File: src/rtl/router_odata_buf.sv
// Output-data buffer between the router crossbar and the tile output pins: a WIDTH x DEPTH
// register FIFO with valid/ready on both sides, occupancy and almost-full reporting to the arbiter.
module router_odata_buf #(
    parameter int               WIDTH     = 8,
    parameter int               DEPTH     = 4,
    parameter int               AF_THRESH = DEPTH - 1,
    parameter logic [WIDTH-1:0] RESET_VAL = '0
) (
    input  logic                         clk,
    input  logic                         reset,
    input  logic                         flush,
    input  logic                         in_valid,
    output logic                         in_ready,
    input  logic [WIDTH-1:0]             in_data,
    output logic                         out_valid,
    input  logic                         out_ready,
    output logic [WIDTH-1:0]             out_data,
    output logic [$clog2(DEPTH):0]       count,
    output logic                         almost_full
);

    localparam int PTR_W = $clog2(DEPTH);
    localparam int CNT_W = PTR_W + 1;
    localparam logic [CNT_W-1:0] FULL_CNT = CNT_W'(DEPTH);
    localparam logic [CNT_W-1:0] AF_CNT   = CNT_W'(AF_THRESH);

    logic [WIDTH-1:0] mem [DEPTH];
    logic [PTR_W-1:0] wr_ptr;
    logic [PTR_W-1:0] rd_ptr;
    logic [CNT_W-1:0] count_q;
    logic             push;
    logic             pop;
    logic             clear;

    // Handshake flags come only from the registered count, so neither side sees the other combinationally.
    assign in_ready    = (count_q != FULL_CNT);
    assign out_valid   = (count_q != '0);
    assign push        = in_valid & in_ready;
    assign pop         = out_valid & out_ready;
    assign clear       = reset | flush;
    assign count       = count_q;
    assign almost_full = (count_q >= AF_CNT);
    assign out_data    = mem[rd_ptr];

    always_ff @(posedge clk) begin
        if (clear) begin
            for (int i = 0; i < DEPTH; i++) begin
                mem[i] <= RESET_VAL;
            end
        end else if (push) begin
            mem[wr_ptr] <= in_data;
        end
    end

    // Pointers are exactly log2(DEPTH) bits wide, so the increment wraps modulo DEPTH on its own.
    always_ff @(posedge clk) begin
        if (clear) begin
            wr_ptr <= '0;
            rd_ptr <= '0;
        end else begin
            if (push) begin
                wr_ptr <= wr_ptr + 1'b1;
            end
            if (pop) begin
                rd_ptr <= rd_ptr + 1'b1;
            end
        end
    end

    always_ff @(posedge clk) begin
        if (clear) begin
            count_q <= '0;
        end else begin
            case ({push, pop})
                2'b10:   count_q <= count_q + 1'b1;
                2'b01:   count_q <= count_q - 1'b1;
                default: count_q <= count_q;
            endcase
        end
    end

endmodule

File: config.mk
export PLATFORM = sky130hd
export DESIGN_NAME = router_odata_buf
export DESIGN_NICKNAME = d
export VERILOG_FILES = /design/src/rtl/router_odata_buf.sv
export SDC_FILE = /design/constraint.sdc
export NUM_CORES = 1
export LEC_CHECK = 0
export CAP_MARGIN = 5
export CORE_AREA = 2 2 63 65
export DETAILED_ROUTE_END_ITERATION = 10
export DIE_AREA = 0 0 65 67
export GPL_TIMING_DRIVEN = 0
export PLACE_DENSITY = 0.76
export SETUP_SLACK_MARGIN = 0.2
export SLEW_MARGIN = 20
export SYNTH_ARGS = -nofsm -noshare
export SYNTH_HDL_FRONTEND = slang
export SYNTH_SLANG_ARGS = --single-unit
File: constraint.sdc
create_clock -name clk -period 2.61 [get_ports clk]
set_clock_uncertainty 0.1 [all_clocks]
set_input_delay 0.6525 -clock clk [delete_from_list [all_inputs] [get_ports clk]]
set_output_delay 0.6525 -clock clk [all_outputs]
set_load 0.05 [all_outputs]
* Yosys cells after proc, flatten, opt, wreduce, memory -nomap -nowiden *
Memories as Yosys holds them, arrays and structs flattened. A register that Yosys moved wholly into a read port is not among the register bits.
Cells that the tools add are included.

operators by class
  equal/unequal tests = 3
  multiplexer cells = 11
  reduce and logical (&&, ||, !) cells = 3
  bitwise operators = 3
  $lt $le $gt $ge = 1
  add/sub/neg operators = 4

operators by type and width
  operator                                                            count
  two-way mux 8 bit                                                   1
  OR reduction 8 bit                                                  1
  two-way mux 1 bit                                                   6
  two-way mux 2 bit                                                   3
  one-hot mux 3 bit (2 select lines)                                  1
  adder 2 x 1 -> 2 bit (second input constant)                        2
  adder 3 x 1 -> 3 bit (second input constant)                        1
  greater-or-equal comparator 3 x 2 -> 1 bit (second input constant)  1
  inequality test 3 bit (second input constant)                       1
  nonzero test 3 bit                                                  1
  subtractor 3 x 1 -> 3 bit (second input constant)                   1
  AND 1 bit                                                           2
  equality test 2 x 1 -> 1 bit (second input constant)                1
  equality test 2 bit (second input constant)                         1
  nonzero test 2 bit                                                  1
  bitwise OR 1 bit                                                    1

word-level totals
  register bits after elaboration = 7
  logic and storage cells = 29
  memories = 1
  output and inout port bits = 14
  bits in writable memories = 32
  input port bits = 13

memories
  memory  depth  bits a word  read ports  clocked after Yosys merged registers in  write ports  RTL line  source
  mem     4      8            1           1                                        4            27        logic [WIDTH-1:0] mem [DEPTH];

* Logic depth before layout (Yosys ltp) *
  depth in word-level cells = 7
  mapped depth = 9
  depth with buffers taken out = 9

* Worst setup path before layout *
OpenSTA, ideal clock, no wires.

  path kind = register -> register
  start = register count_q[2], in the netlist count[2]
  end = register count_q[2], in the netlist count[2]
  setup time = 0.070 ns
  required time = 2.440 ns
  slack = -0.258 ns
  path buffers = 0
  arrival = 2.699 ns
  stages on the path, launching flop included = 10
  cell sequence = dfxtp_1 > nor3b_4 > inv_1 > nand2_1 > ha_1 > inv_1 > fa_1 > xor2_1 > or3_1 > a21oi_1

between the ends
  longest elaborated chain between the ends = 4
  elaborated cells between the ends (all ways) = 10

RTL lines
  what                                                                             RTL line  source
  start: declaration                                                               30        logic [CNT_W-1:0] count_q;
  start signal: assignment                                                         75        2'b10: count_q <= count_q + 1'b1;
  start signal: assignment                                                         76        2'b01: count_q <= count_q - 1'b1;
  start signal: assignment                                                         77        default: count_q <= count_q;
  inequality test 3 bit (*)                                                        36        assign in_ready = (count_q != FULL_CNT);
  via in_ready                                                                     13        output logic in_ready,
  AND 1 bit (*)                                                                    38        assign push = in_valid & in_ready;
  equality test 2 x 1 -> 1 bit / equality test 2 bit (equally long branches)       74        case ({push, pop})
  one-hot mux 3 bit (2 select lines) / nonzero test 2 bit (equally long branches)  -

Mark *: on every way through the listed nets, which the timed path passes. The rest lies on a longest branch.
A chain may end at the register's enable or synchronous reset.

* Final worst setup path *
  start = input port out_ready
  end = register count_q[2], in the netlist count[2]

between the ends
  longest elaborated chain between the ends = 3
  elaborated cells between the ends (all ways) = 5

RTL lines
  what                                                                             RTL line  source
  start: declaration                                                               16        input logic out_ready,
  AND 1 bit (*)                                                                    39        assign pop = out_valid & out_ready;
  via pop                                                                          32        logic pop;
  equality test 2 x 1 -> 1 bit / equality test 2 bit (equally long branches)       74
  one-hot mux 3 bit (2 select lines) / nonzero test 2 bit (equally long branches)  -

Marks and branches as above.

==> flow_metrics.tcl <==
set metrics [dict create \
    fin_crit_sh 0.909 \
    multi_input_area_um2 686 \
    grt_pass1_wl_um 5980 \
    nets 181 \
    synth_top_area_frac 0.512 \
    routedWlPerCell_um 17.5 \
    yosysTopAreaCell "edfxtp_1" \
    regArea_mm2 0.00115 \
    place.gp.congestion 0.778 \
    timing.rr.end "count[2]$_SDFFE_PP0P_" \
    crit_path_start "out_ready" \
    coreArea_mm2 0.00361 \
    io_pins 27 \
    cts_buffers 5 \
    start_kind "primary input" \
    n_fill_cell 273 \
    worstSetupPathType "in2reg" \
    synth.area.top_cells "edfxtp_1 (51%), dfxtp_1 (9.6%), mux4_2 (9.6%)" \
    crit_family "buffers and inverters" \
    r2r_slack_ps 370 \
    fmax_mhz 422 \
    utilization 0.633 \
    worst_pin_slew_ps 906 \
    holdWs_ps 441 \
    slew_violations 0 \
    portBuffers 26 \
    synthCells 132 \
    rsz0062_at_grt "yes" \
    ys_seq_area_frac 0.608 \
    drc 0 \
    hold_buffers 0 \
    drt_first_pass_iters 4 \
    grt.overflow.total 0 \
    slew_headroom 0.393 \
    syn_nets 147 \
    arrival_ps 2480 \
    cp_num_buf_inv 2 \
    synth_edf_count 32 \
    pre_cts_ws_ps -43.5 \
    synth.avg_cell_area_um2 14.2 \
    insertion_delay_ps 280 \
    ys_warn_count 0 \
    hold_class "reg2reg" \
    cp.required_ps 2720 \
    fp-row-count 22 \
    fin_ws_ps 239 \
    path_max_fanout 2 \
    die_y_um 67 \
    netlist-cell-type-count 30 \
    worstHoldPathCells 2 \
    r2r.worst_path.cells 9 \
    status "finished, final reports clean" \
    wl_um 3770 \
    path_clk_slew_ps 70 \
    vias_per_cell 5.67 \
    reg2reg_from "count[1]$_SDFFE_PP0P_" \
    cpMaxStageDelayCell "clkdlybuf4s50_1" \
    insertedDiodeCount 0 \
    dr.first_iter.drc_count 60 \
    clockBufferDepth 2 \
    synth_flop_cell "edfxtp_1" \
    finalHoldViolCount 0 \
    synth.most_common_cell "edfxtp_1" \
    vias 1219 \
    dieArea_mm2 0.00436 \
    syn-cell-area_mm2 0.00188 \
    drv_cap 0 \
    setup_viol 0 \
    syn_to_final_growth_pct 21.7 \
    hold_end "count[2]$_SDFFE_PP0P_" \
    numClockSinks 41 \
    yosys-top-cells-count "edfxtp_1 (32), and3_1 (22), dfxtp_1 (9)" \
    antenna_found_initial 0 \
    crit_path_cell_trace "clkdlybuf4s50_1 > o31a_1 > ha_4 > inv_2 > fa_2 > xor2_1 > or3_1 > a21oi_1" \
    fp.dieW_um 65 \
    grt_max_degree 13 \
    worst_path_largest_cell_delay_ps 470 \
    initial_core_util 0.520 \
    hp-start "count[2]$_SDFFE_PP0P_" \
    vdd_ir_drop_max_mv 0.301 \
    drive_above_1_share 0.287 \
    grt_pass1_vias 1268 \
    grt_usage 0.193 \
    cts_root_buf "clkbuf_8" \
    htreeDepth 2 \
    drtAntennaViolNets 0 \
    ys_ff_latch 41 \
    dp_hpwl_um 2540 \
    synthArstFlopShare 0 \
    p_leak_nw 0.963 \
    cts_tree "yes" \
    period_needed_ps 2370 \
    end_kind "flip-flop" \
    p_per_area_mw_per_mm2 568 \
]
==> worst min-delay path: cells and delay by family, from the launching register on <==
family | cells | cell delay [ps]
AOI/OAI and AO/OA | 2 | 130
DFF | 1 | 370
==> report_power, final <==
group / total (W) / leakage, nW / switching (W) / internal, W
registers: 0.000748 / 0.432 / 0.0000141 / 0.000734
logic: 0.000167 / 0.491 / 0.000103 / 0.0000641
clock network: 0.000381 / 0.0399 / 0.000195 / 0.000186
total: 0.00130 / 0.963 / 0.000312 / 0.000984
==> metrics by stage <==
stage	setup TNS (ps)	cell area (um^2)	total power (W)	instances
after floorplan	0	1900	0.000869	132
after global placement	-3250	2220	0.000931	206
after detailed placement	-181	2230	0.000939	206
after CTS	0	2280	0.00130	214
after global routing	0	2280	0.00134	215
final	0	2280	0.00130	215
==> cells by family (layout without fill, tap and decap cells) <==
family | Yosys count | count (layout) | share of synthesized area
AND/OR/NAND/NOR | 54 | 54 | 0.179
multiplexers | 8 | 8 | 0.0960
XOR/XNOR | 4 | 4 | 0.0187
adder cells (fa/ha/maj) | 2 | 2 | 0.0173
flip-flops | 41 | 41 | 0.608
buffers and inverters | 11 | 46 | 0.0387
AO/OA/AOI/OAI | 12 | 12 | 0.0420
==> placed cells by master (no fill, tap or decap), types with 2 or more instances in the layout <==
cell and instances:
xor2_1 3, inv_1 3, and3_2 2, buf_6 4, or3_1 3, and3_1 22, clkbuf_1 2, dfxtp_1 6
and2_2 5, and2_1 3, dfxtp_2 2, a21oi_1 4, o21ai_0 3, edfxtp_1 32, buf_4 2, nor2_1 8
nor2b_1 2, mux4_2 8, clkdlybuf4s50_1 15, nand2_1 3, buf_2 9, clkbuf_8 5, nand3_1 2
==> state kept, by name, summed over array words and instances, names as in the netlist, named ones only <==
register	count
count	3
wr_ptr	2
mem	32
rd_ptr	2
==> how the worst max path moves through the flow <==
| stage | end | slack, ps | depth (start not counted) |
|---|---|---|---|
| 2_1_floorplan | count[2]$_SDFFE_PP0P_ | 50 | 9 |
| 3_3_place_gp | mem[0][7]$_SDFFCE_PN0P_ | -410 | 3 |
| 3_5_place_dp | count[2]$_SDFFE_PP0P_ | -40 | 8 |
| 4_1_cts | out_data[0] | 140 | 3 |
| 5_1_grt | count[2]$_SDFFE_PP0P_ | 150 | 8 |
| 6_report | count[2]$_SDFFE_PP0P_ | 240 | 8 |
==> metal layers <==
| layer | global-route usage | wire length [um] |
|---|---|---|
| met5 | 0 | 0 |
| met4 | 0.0904 | 110 |
| met3 | 0.0490 | 197 |
| met2 | 0.352 | 2040 |
| met1 | 0.210 | 1420 |
==> final cells by class <==
type                    count  area share
well taps                  48      0.0263
plain buffers               6      0.0252
multi-input cells          80       0.300
clock buffers               7      0.0334
clock inverters             1     0.00164
flip-flops and latches     41       0.502
repair buffers             27       0.101
inverters                   5     0.00986
==> what timing repair did <==
action | 4_1_cts | 5_1_grt
setup buffers | 0 | 1
gates resized for setup | 44 | 3
setup endpoints to repair | 10 | 4
pin swaps | 0 | 0
hold endpoints to repair | 0 | 0
(Power assumes the default switching activity.)
